File: src/rtl/lock_disp_pkg.sv
// -----------------------------------------------------------------------------
// lock_disp_pkg
// Shared types and constants for the combination-lock status display.
//   disp_state_e : display FSM state (IDLE / OPEN / ALARM)
//   SEG_DIGIT    : active-low seven-segment glyphs for 0..9, bit order g..a
//   SEG_E        : "E" glyph shown while the alarm is latched
//   SEG_BLANK    : all segments off, shown for values that have no digit
//   step_onehot  : 2-bit step index to one-hot step LED pattern
// -----------------------------------------------------------------------------
package lock_disp_pkg;

    typedef enum logic [1:0] {
        IDLE  = 2'd0,
        OPEN  = 2'd1,
        ALARM = 2'd2
    } disp_state_e;

    localparam logic [6:0] SEG_DIGIT [0:9] = '{
        7'b1000000,   // 0
        7'b1111001,   // 1
        7'b0100100,   // 2
        7'b0110000,   // 3
        7'b0011001,   // 4
        7'b0010010,   // 5
        7'b0000010,   // 6
        7'b1111000,   // 7
        7'b0000000,   // 8
        7'b0010000    // 9
    };

    localparam logic [6:0] SEG_E     = 7'b0000110;
    localparam logic [6:0] SEG_BLANK = 7'b1111111;
    localparam logic [3:0] STEP_ALL  = 4'b1111;

    function automatic logic [3:0] step_onehot(input logic [1:0] idx);
        return 4'b0001 << idx;
    endfunction

endpackage

File: src/rtl/lock_status_display_seg7.sv
// -----------------------------------------------------------------------------
// seg7_encoder
// Purely combinational 4-bit value to active-low seven-segment glyph.
// Values 10..15 have no digit and are shown blank.
//   value_i : value to display (0..15)
//   seg_o   : active-low segments, seg_o[0]=a .. seg_o[6]=g
// -----------------------------------------------------------------------------
module seg7_encoder
    import lock_disp_pkg::*;
(
    input  logic [3:0] value_i,
    output logic [6:0] seg_o
);

    // NOTE: every output of a combinational block gets a default first so no
    // path through the case leaves it unassigned (which would infer a latch).
    always_comb begin
        seg_o = SEG_BLANK;
        case (value_i)
            4'd0: seg_o = SEG_DIGIT[0];
            4'd1: seg_o = SEG_DIGIT[1];
            4'd2: seg_o = SEG_DIGIT[2];
            4'd3: seg_o = SEG_DIGIT[3];
            4'd4: seg_o = SEG_DIGIT[4];
            4'd5: seg_o = SEG_DIGIT[5];
            4'd6: seg_o = SEG_DIGIT[6];
            4'd7: seg_o = SEG_DIGIT[7];
            4'd8: seg_o = SEG_DIGIT[8];
            4'd9: seg_o = SEG_DIGIT[9];
            default: seg_o = SEG_BLANK;
        endcase
    end

endmodule

File: src/rtl/lock_status_display.sv
// -----------------------------------------------------------------------------
// lock_status_display
// Indicator stage for the 3-bit combination lock. Shows the current entry step
// or the remaining unlock time on a seven-segment digit, drives one-hot step
// LEDs, an unlock LED and a sticky blinking alarm LED. All outputs registered,
// one cycle after the inputs they reflect.
//
// Parameters:
//   BLINK_DIV     : cycles per alarm-LED half period (2..256)
//   UNLOCK_CYCLES : unlock window length, countdown starts at UNLOCK_CYCLES-1
// Ports:
//   clk        : clock, all state updates on posedge
//   clear      : synchronous active-high reset
//   locked     : 1 = lock closed (0 outside OPEN acts like entimer)
//   alarm      : active-low alarm from the lock
//   entimer    : high for the whole unlock window
//   selsw      : index of the code digit currently expected
//   seg        : active-low segments, seg[0]=a .. seg[6]=g
//   step_led   : one-hot step indicator
//   unlock_led : open window displayed
//   alarm_led  : blinking alarm indicator
//   buzzer     : alarm buzzer drive
// Configuration:
//   LOCK_DISP_BUZZER_EN : when defined, buzzer is a registered copy of
//                         alarm_led in ALARM; otherwise buzzer is tied to 0.
// -----------------------------------------------------------------------------
module lock_status_display
    import lock_disp_pkg::*;
#(
    parameter int BLINK_DIV     = 4,
    parameter int UNLOCK_CYCLES = 10
)
(
    input  logic       clk,
    input  logic       clear,
    input  logic       locked,
    input  logic       alarm,
    input  logic       entimer,
    input  logic [1:0] selsw,
    output logic [6:0] seg,
    output logic [3:0] step_led,
    output logic       unlock_led,
    output logic       alarm_led,
    output logic       buzzer
);

    localparam int                 BLINK_W     = $clog2(BLINK_DIV);
    localparam logic [BLINK_W-1:0] BLINK_LAST  = BLINK_W'(BLINK_DIV - 1);
    localparam logic [3:0]         REMAIN_INIT = 4'(UNLOCK_CYCLES - 1);

    disp_state_e        state_q, state_d;
    logic [3:0]         remain_q, remain_d;
    logic [BLINK_W-1:0] blink_q, blink_d;
    logic               alarm_led_q, alarm_led_d;
    logic [6:0]         seg_q, seg_d;
    logic [3:0]         step_q, step_d;
    logic               unlock_q, unlock_d;

    logic [3:0]         disp_value;
    logic [6:0]         digit_glyph;

    // Next state, countdown and blink counter. clear is handled in the
    // register process, so this block only sees non-reset cycles.
    always_comb begin
        state_d     = state_q;
        remain_d    = remain_q;
        blink_d     = '0;
        alarm_led_d = 1'b0;

        if (state_q == ALARM) begin
            // Sticky: only clear leaves ALARM, whatever alarm does now.
            if (blink_q == BLINK_LAST) begin
                blink_d     = '0;
                alarm_led_d = ~alarm_led_q;
            end else begin
                blink_d     = blink_q + 1'b1;
                alarm_led_d = alarm_led_q;
            end
        end else if (!alarm) begin
            // Alarm beats a simultaneous open request; LED lights on entry.
            state_d     = ALARM;
            remain_d    = '0;
            alarm_led_d = 1'b1;
        end else begin
            case (state_q)
                IDLE: begin
                    if (entimer || !locked) begin
                        state_d  = OPEN;
                        remain_d = REMAIN_INIT;
                    end else begin
                        remain_d = '0;
                    end
                end
                OPEN: begin
                    if (entimer) begin
                        // Saturate at zero if the window outlasts the count.
                        remain_d = (remain_q == 4'd0) ? 4'd0 : remain_q - 4'd1;
                    end else begin
                        state_d  = IDLE;
                        remain_d = '0;
                    end
                end
                default: begin
                    state_d  = IDLE;
                    remain_d = '0;
                end
            endcase
        end
    end

    // Outputs are decoded from next-state values so they land one cycle
    // after the inputs that caused them.
    assign disp_value = (state_d == OPEN) ? remain_d : {2'b00, selsw};

    seg7_encoder u_seg7 (
        .value_i (disp_value),
        .seg_o   (digit_glyph)
    );

    always_comb begin
        seg_d    = digit_glyph;
        step_d   = step_onehot(selsw);
        unlock_d = 1'b0;
        case (state_d)
            OPEN: begin
                step_d   = 4'b0000;
                unlock_d = 1'b1;
            end
            ALARM: begin
                seg_d  = SEG_E;
                step_d = STEP_ALL;
            end
            default: ;
        endcase
    end

    // NOTE: state registers use non-blocking assignments so every register
    // samples the pre-edge values, independent of statement order.
    // NOTE: every register here, including the display registers, is reset so
    // the outputs show a defined idle picture the cycle after clear.
    always_ff @(posedge clk) begin
        if (clear) begin
            state_q     <= IDLE;
            remain_q    <= '0;
            blink_q     <= '0;
            alarm_led_q <= 1'b0;
            seg_q       <= SEG_DIGIT[0];
            step_q      <= 4'b0001;
            unlock_q    <= 1'b0;
        end else begin
            state_q     <= state_d;
            remain_q    <= remain_d;
            blink_q     <= blink_d;
            alarm_led_q <= alarm_led_d;
            seg_q       <= seg_d;
            step_q      <= step_d;
            unlock_q    <= unlock_d;
        end
    end

    assign seg        = seg_q;
    assign step_led   = step_q;
    assign unlock_led = unlock_q;
    assign alarm_led  = alarm_led_q;

`ifdef LOCK_DISP_BUZZER_EN
    logic buzzer_q;

    always_ff @(posedge clk) begin
        if (clear) begin
            buzzer_q <= 1'b0;
        end else begin
            buzzer_q <= (state_d == ALARM) && alarm_led_d;
        end
    end

    assign buzzer = buzzer_q;
`else
    assign buzzer = 1'b0;
`endif

endmodule
File: config.mk
export PLATFORM = sky130hd
export DESIGN_NAME = lock_status_display
export DESIGN_NICKNAME = d
export VERILOG_FILES = /design/src/rtl/lock_disp_pkg.sv /design/src/rtl/lock_status_display_seg7.sv /design/src/rtl/lock_status_display.sv
export SDC_FILE = /design/constraint.sdc
export NUM_CORES = 1
export LEC_CHECK = 0
export CAP_MARGIN = 30
export CORE_MARGIN = 2
export CORE_UTILIZATION = 60
export CTS_CLUSTER_SIZE = 16
export DETAILED_ROUTE_END_ITERATION = 16
export DONT_BUFFER_PORTS = 1
export PLACE_DENSITY_LB_ADDON = 0.12
export SLEW_MARGIN = 25
export SYNTH_ARGS = -nofsm -noshare
export SYNTH_HDL_FRONTEND = slang
export SYNTH_SLANG_ARGS = --single-unit
File: constraint.sdc
create_clock -name clk -period 3.9 [get_ports clk]
set_input_delay 0.78 -clock clk [delete_from_list [all_inputs] [get_ports clk]]
set_output_delay 0.78 -clock clk [all_outputs]
set_load 0.02 [all_outputs]
---- Yosys cells after proc, flatten, opt, wreduce, memory -nomap -nowiden ----
Memory sizes are Yosys's and may differ from the RTL's.
Cells that the tools add are included.
word-level totals
  flip-flop bits (word level) ............. 21
  bits in read-only memories .............. 112
  bits of input ports ..................... 7
  output and inout bits ................... 14
  memories kept ........................... 1
operators by class
  add/subtract/negate cells ............... 2
  equal/unequal tests ..................... 6
  shifts and indexed selects .............. 1
  multiplexer cells ....................... 18
  bitwise operators ....................... 2
  reductions and logical operators ........ 6
memory list
  memory           depth  width  rd ports  clocked after Yosys merged registers in  write ports  RTL line                        text
  (no name shown)  16     7      1         0                                        0            lock_status_display_seg7.sv:19  case (value_i)
operators with widths
  operator               number
  $mux W4                6
  $pmux W4 S2            2
  $mux W2                4
  $mux W7                1
  $eq A2 B2 Y1 const B   3
  $eq A2 B1 Y1 const B   2
  $logic_not A4 Y1       1
  $mux W1                4
  $pmux W2 S2            1
  $shl A1 B2 Y4 const A  1
  $sub A4 B1 Y4 const B  1
  $reduce_or A3 Y1       1
  $add A2 B1 Y2 const B  1
  $logic_not A2 Y1       1
  $ne A2 B1 Y1 const B   1
  $not A1 Y1             2
  $reduce_or A2 Y1       1
  $logic_not A1 Y1       1
  $logic_or A1 B1 Y1     1

---- Depth between registers and ports, before layout ----
Gate-level depths: netlist of the first run.
An unclocked memory read counts as a cell.
  depth in word-level cells ............... 10
  gate-level depth with buffers ........... 13

---- Cells and area by module ----
Synthesis of the first run repeated with hierarchy kept, for this count alone.
second synthesis, totals
  cell total of the unflattened synthesis .. 128
  area total of the unflattened synthesis .. 1,093.5 µm²
modules (own cells, without submodules)
  module               times used  cells each  area each (µm²)  sequential area each (µm²)
  lock_status_display  1           95          883.3            420.4
  seg7_encoder         1           33          210.2            0.0

---- Worst setup path before layout of the first run ----
OpenSTA, ideal clock, no wires.
  path type ............................... input -> register
  from .................................... input port alarm
  to ...................................... register seg_q[1] (netlist: seg[1])
  arrival time ............................ 2,617 ps
  path slack .............................. 1,156 ps
  stages on the path ...................... 13
  path buffers ............................ 1
  path through ............................ nor2b_1 -> o21ai_0 -> inv_1 -> ha_1 -> clkbuf_4 -> nor2_1 -> a41oi_1 -> inv_1 -> ha_1 -> inv_1 -> o21ai_0 -> a21oi_1 -> nor2_1
between the ends
  word-level cells in the longest chain between the ends .. 6
ends and longest elaborated chain
  what                    RTL line                    text
  start: declaration      lock_status_display.sv:37   input logic alarm,
  $mux W2 *               lock_status_display.sv:79   end else if (!alarm) begin
  $mux W2 *               lock_status_display.sv:70   if (state_q == ALARM) begin
  via state_d[0]          lock_status_display.sv:51   disp_state_e state_q, state_d;
  $eq A2 B1 Y1            lock_status_display.sv:113  assign disp_value = (state_d == OPEN) ? remain_d : {2'b00, selsw};
  $mux W4                 lock_status_display.sv:113
  $mem_v2 Z16 W7          -
  $mux W7 *               lock_status_display.sv:124  case (state_d)
  end signal: assignment  lock_status_display.sv:147  seg_q <= SEG_DIGIT[0];
  end signal: assignment  lock_status_display.sv:155  seg_q <= seg_d;
  end: declaration        lock_status_display.sv:55   logic [6:0] seg_q, seg_d;
Mark *: on every way through the listed nets, which the timed path passes. The rest lies on a longest branch.
A chain may end at the register's enable or synchronous reset.

---- Worst setup path in the final report of the first run ----
Same ends and word-level chain as after synthesis.

==> results of run 1 <==
==> power by group <==
group | total, uW | switching [uW] | internal [uW]
registers | 251 | 21.7 | 229
logic | 63.1 | 37.0 | 26.1
clock network | 106 | 67.8 | 38.3
==> worst max path at each step <==
stage / startpoint / to / slack (ps) / depth (start not counted)
global route: alarm / seg[1] / 840 / 12
global placement: alarm / seg[1] / 990 / 12
finish: alarm / seg[1] / 1130 / 12
CTS: state_q[0] / seg[1] / 1150 / 11
floorplan: alarm / seg[1] / 1160 / 13
detailed placement: alarm / seg[1] / 860 / 12
==> sequential cells by signal, indices dropped and copies added, names as in the netlist <==
name / cells
seg: 7
remain_q: 4
step_led: 4
blink_q: 2
state_q: 2
alarm_led: 1
unlock_led: 1
==> cells by family after synthesis <==
logic type                 count (synthesis)  synth area share, %
AOI/OAI and AO/OA                         30                 18.8
xor gates and xnor gates                   1                0.782
DFF                                       21                 37.5
adders and majority gates                 10                 11.2
buffers and inverters                     18                 8.05
muxes                                      3                 2.68
other                                      1                0.335
and+or+nand+nor                           38                 20.7
==> through the flow <==
stage               area [sq um]  worst slack (ps)  cells  total power (uW)
global placement            1110               991    142               316
CTS                         1140              1150    146               422
global route                1140               841    146               439
finish                      1140              1130    146               420
detailed placement          1110               855    142               318
floorplan                   1120              1160    122               309
==> per-layer routing <==
| metal | GRT usage, % | share of wire, % |
|---|---|---|
| met5 | 0 | 0 |
| met4 | 10.0 | 2.2 |
| met1 | 31.3 | 46 |
| met2 | 31.2 | 46 |
| met3 | 3.46 | 5.3 |
==> critical path: cells and delay by family <==
kind	cells	cell delay (ps)
adders and majority gates	2	600
AOI/OAI and AO/OA	4	860
and+or+nand+nor	3	430
buffers and inverters	3	320
==> synthesized netlist by cell type, types with 2 or more instances <==
cell	instances	area share (%)
nor2_1	9	3.0
inv_1	13	4.4
nand3_1	3	1.3
ha_1	10	11
o21ai_0	4	1.8
o31a_2	2	1.8
dfxtp_1	21	38
mux2i_1	3	2.7
nand2b_1	2	1.1
a21oi_1	9	4.0
o211ai_1	2	1.3
a22oi_1	2	1.3
nor2b_1	2	1.1
a31o_1	2	1.6
nand3b_1	3	2.0
nand2_1	8	2.7
nor4_1	2	1.1
==> final cells by class <==
class | count | area, sq um
multi-input cells | 83 | 609
fillers | 158 | 608
flip-flops and latches | 21 | 420
inverters | 13 | 48.8
well taps | 25 | 31.3
clock buffers | 3 | 22.5
clock inverters | 1 | 5.00
==> impl_metrics.yaml, run 1 <==
hold_path:
  holdPathEnd: "blink_q[0]"
  min-delay-start: "blink_q[0]"
  hold_path_class: "flip-flop to flip-flop"
  min_delay_path_depth: 1
placed_design:
  finalWeightedCongestion: 0.819
  dpl.hpwl_mm: 1.55
  port_buffers: 0
synth:
  ys_seq_elements: 21
  netlist_area_sq_mm: 0.00112
  synth.avg_cell_area_sq_um: 9.18
  synthFlopType: "dfxtp_1"
  async_flop_share_pct: 0
  synth_edf_count: 0
  syn-num-nets: 139
  synth-seq-area-share_pct: 37.5
  yosys_warnings: 0
  yosysUniqueCellTypes: 42
  syn_inst: 122
status:
  status: "finished clean"
worst_setup_path:
  required_ps: 4120
  cp_max_fo: 8
  reg2regPathDepth: 11
  reg2reg_from: "state_q[0]"
  r2r_end: "seg[1]"
  r2r_slack_ps: 1150
  cp.arrival_ps: 2990
  crit_path_start_kind: "input port"
  max_stage_delay_ps: 380
  crit_path_frequent_cell: "inv_1"
  critical_path.slowest_cell: "a41oi_1"
  crit_type: "input port to flip-flop"
  crit_chain: "nor2b_1 > o21ai_0 > inv_1 > ha_1 > nor2_1 > a41oi_1 > inv_1 > ha_1 > inv_1 > o21ai_0 > a21oi_1 > nor2_1"
  endpoint_kind: "flip-flop"
cts:
  postCtsSetupBuffers: 0
  cts-resized-gates: 0
  cts_buffers: 3
  clk_latency_ps: 310
  htreeDepth: 1
  clkSinkCount: 21
  clockRootBuffer: "clkbuf_4"
  clk_path_buf_depth: 2
  cts_tree: "done"
  hold_buffers: 0
  cts.clk_slew.worst_paths_ps: 120
floorplan:
  core_area_sq_mm: 0.00175
  dieArea_sq_mm: 0.00223
  io_pins: 21
  initial_core_util_pct: 64.2
  dieHeight_um: 47.2
  row_count: 15
  die_x_um: 47.2
finish:
  fin_util_pct: 65.2
  syn2layout_area_growth_pct: 1.56
  layout_common_cells: "dfxtp_1, inv_1, ha_1"
  layout_commonest_cell: "dfxtp_1"
  antenna_cells: 0
  drive_above_1_share_pct: 10.7
  nets: 139
grt:
  antenna_found_initial: 0
  grt_max_degree: 17
  grt_use_total_pct: 21.6
  overflow: 0
  grt_pass1_wl_mm: 3.39
  first_global_vias: 762
timing:
  min_period_ps: 2770
  clock_skew_ps: 2.43
  drv_slew: 0
  post-route-period-util_pct: 71.1
  rsz0062_at_grt: "false"
  fmax_mhz: 361
  final_hold_viol_count: 0
  final-setup-viol-count: 0
  fin_hold_ws_ps: 432
  tns_ps: 0
drt:
  vias: 872
  avgRoutedWirePerCell_um: 14.1
  dr.pass1.iters: 4
  drtIter0Drc: 17
  drcViolationCount: 0
  avgViaCountPerCell: 5.97
  final_antenna_net_count: 0
  wl_mm: 2.05
power_and_ir_drop:
  worst_ir_drop_vdd_mv: 0.172
  p_leak_uw: 0.000492
  power.density_mw_per_mm2: 369
run:
  drv_cap: 0
Note: power is estimated with default switching activity, not from simulation.
==> inputs of run 2 (changes only) <==
==> constraint.sdc (replaced) <==
create_clock -name clk -period 2.8 [get_ports clk]
set_input_delay 0.56 -clock clk [delete_from_list [all_inputs] [get_ports clk]]
set_output_delay 0.56 -clock clk [all_outputs]
set_load 0.02 [all_outputs]
==> run 2 against run 1 <==
Against the previous run: via count up 1.8%; count of clock-buffer cells in the layout unchanged; final cell count grew 1.4%; register-to-register slack worse by 800 ps; core utilization is 0.86 points higher; clock skew grew 5.3 ps; sequential share of layout area decreased by 0.48 points; first-iteration DRC count did not move; highest routed layer unchanged.
==> impl_metrics.yaml, run 2 (synthesis results as in run 1) <==
floorplan:
  initial_core_util_pct: 64.2
  core_area_sq_mm: 0.00175
  dieHeight_um: 47.2
  dieArea_sq_mm: 0.00223
  die_x_um: 47.2
  io_pins: 21
  row_count: 15
worst_setup_path:
  reg2regPathDepth: 11
  required_ps: 3050
  crit_type: "flip-flop to flip-flop"
  r2r_end: "seg[1]"
  reg2reg_from: "state_q[0]"
  endpoint_kind: "flip-flop"
  crit_path_start_kind: "flip-flop"
  cp_max_fo: 7
  cp.arrival_ps: 2700
  r2r_slack_ps: 350
run:
  drv_cap: 0
finish:
  layout_common_cells: "dfxtp_1, inv_1, ha_1"
  syn2layout_area_growth_pct: 2.91
  antenna_cells: 0
  largest_reg_flops: 7
  nets: 141
  layout_commonest_cell: "dfxtp_1"
  stdcell_area_sq_mm: 0.00115
  drive_above_1_share_pct: 12.2
drt:
  avgRoutedWirePerCell_um: 13.3
  avgViaCountPerCell: 6.00
  drtIter0Drc: 17
  final_antenna_net_count: 0
  wl_mm: 1.97
  dr.pass1.iters: 5
  vias: 888
  drcViolationCount: 0
grt:
  overflow: 0
  grt_use_total_pct: 19.1
  grt_max_degree: 17
  first_global_vias: 763
  antenna_found_initial: 0
  grt_pass1_wl_mm: 3.11
timing:
  final_hold_viol_count: 0
  tns_ps: 0
  fmax_mhz: 408
  final-setup-viol-count: 0
  rsz0062_at_grt: "false"
  drv_slew: 0
  post-route-period-util_pct: 87.5
  min_period_ps: 2450
  clock_skew_ps: 7.74
  fin_ws_ps: 350
cts:
  clockRootBuffer: "clkbuf_4"
  cts-resized-gates: 0
  htreeDepth: 1
  cts_tree: "done"
  postCtsSetupBuffers: 0
  clk_latency_ps: 310
  cts.clk_slew.worst_paths_ps: 120
  clkSinkCount: 21
  cts_buffers: 3
  hold_buffers: 0
  clk_path_buf_depth: 2
placed_design:
  post-place-ws_ps: 276
  port_buffers: 0
  dpl.hpwl_mm: 1.51
  place_area_sq_mm: 0.00112
  finalWeightedCongestion: 0.867
hold_path:
  hold_path_class: "input port to flip-flop"
  min-delay-start: "clear"
  holdPathEnd: "unlock_led"
  min_delay_path_depth: 1
status:
  status: "finished clean"
power_and_ir_drop:
  worst_ir_drop_vdd_mv: 0.277
  power.density_mw_per_mm2: 509
  p_leak_uw: 0.000502
run 2: power by group:
group | internal [uW] | leakage [uW] | switching (uW)
registers | 319 | 0.000173 | 30.3
logic | 38.3 | 0.000311 | 50.9
clock network | 53.4 | 0.0000177 | 94.5
run 2: worst max path at each step:
stage,from,to,cells past startpoint
after floorplan,alarm,seg[1],13
after global placement,alarm,seg[1],12
after detailed placement,alarm,seg[1],12
after CTS,state_q[0],seg[1],11
after global routing,state_q[0],seg[1],11
final,state_q[0],seg[1],11
run 2: layout make-up:
class / instances / area [sq um]
clock buffers: 3 / 22.5
clock inverters: 1 / 5.00
fillers: 159 / 593
inverters: 13 / 48.8
multi-input cells: 83 / 609
flip-flops and latches: 21 / 420
well taps: 25 / 31.3
repair buffers: 2 / 15.0
run 2: critical path, cell delays in order, from the launching register on:
cell,delay (ps)
dfxtp_1,470
and2b_2,290
nor2b_1,250
ha_1,210
buf_4,150
nor2_1,40
a21o_2,240
ha_1,290
inv_1,40
o21ai_0,220
a21oi_1,100
nor2_1,80
run 2: metrics by stage:
stage                     power [uW]  hold WS (ps)  cells  util (%)
after CTS                        589           294    148      66.0
final                            586           298    148      66.0
after detailed placement         445           423    144      64.4
after global routing             614           288    148      66.0
after global placement           442           416    144      64.4
after floorplan                  430           404    122         -
run 2: routing by layer:
layer	global-route usage [%]	up-vias	part of all wire, %
li1	-	431	-
met1	25.1	421	46
met2	32.1	31	47
met3	3.46	5	5.8
met4	5.56	0	1.3
met5	0	-	0
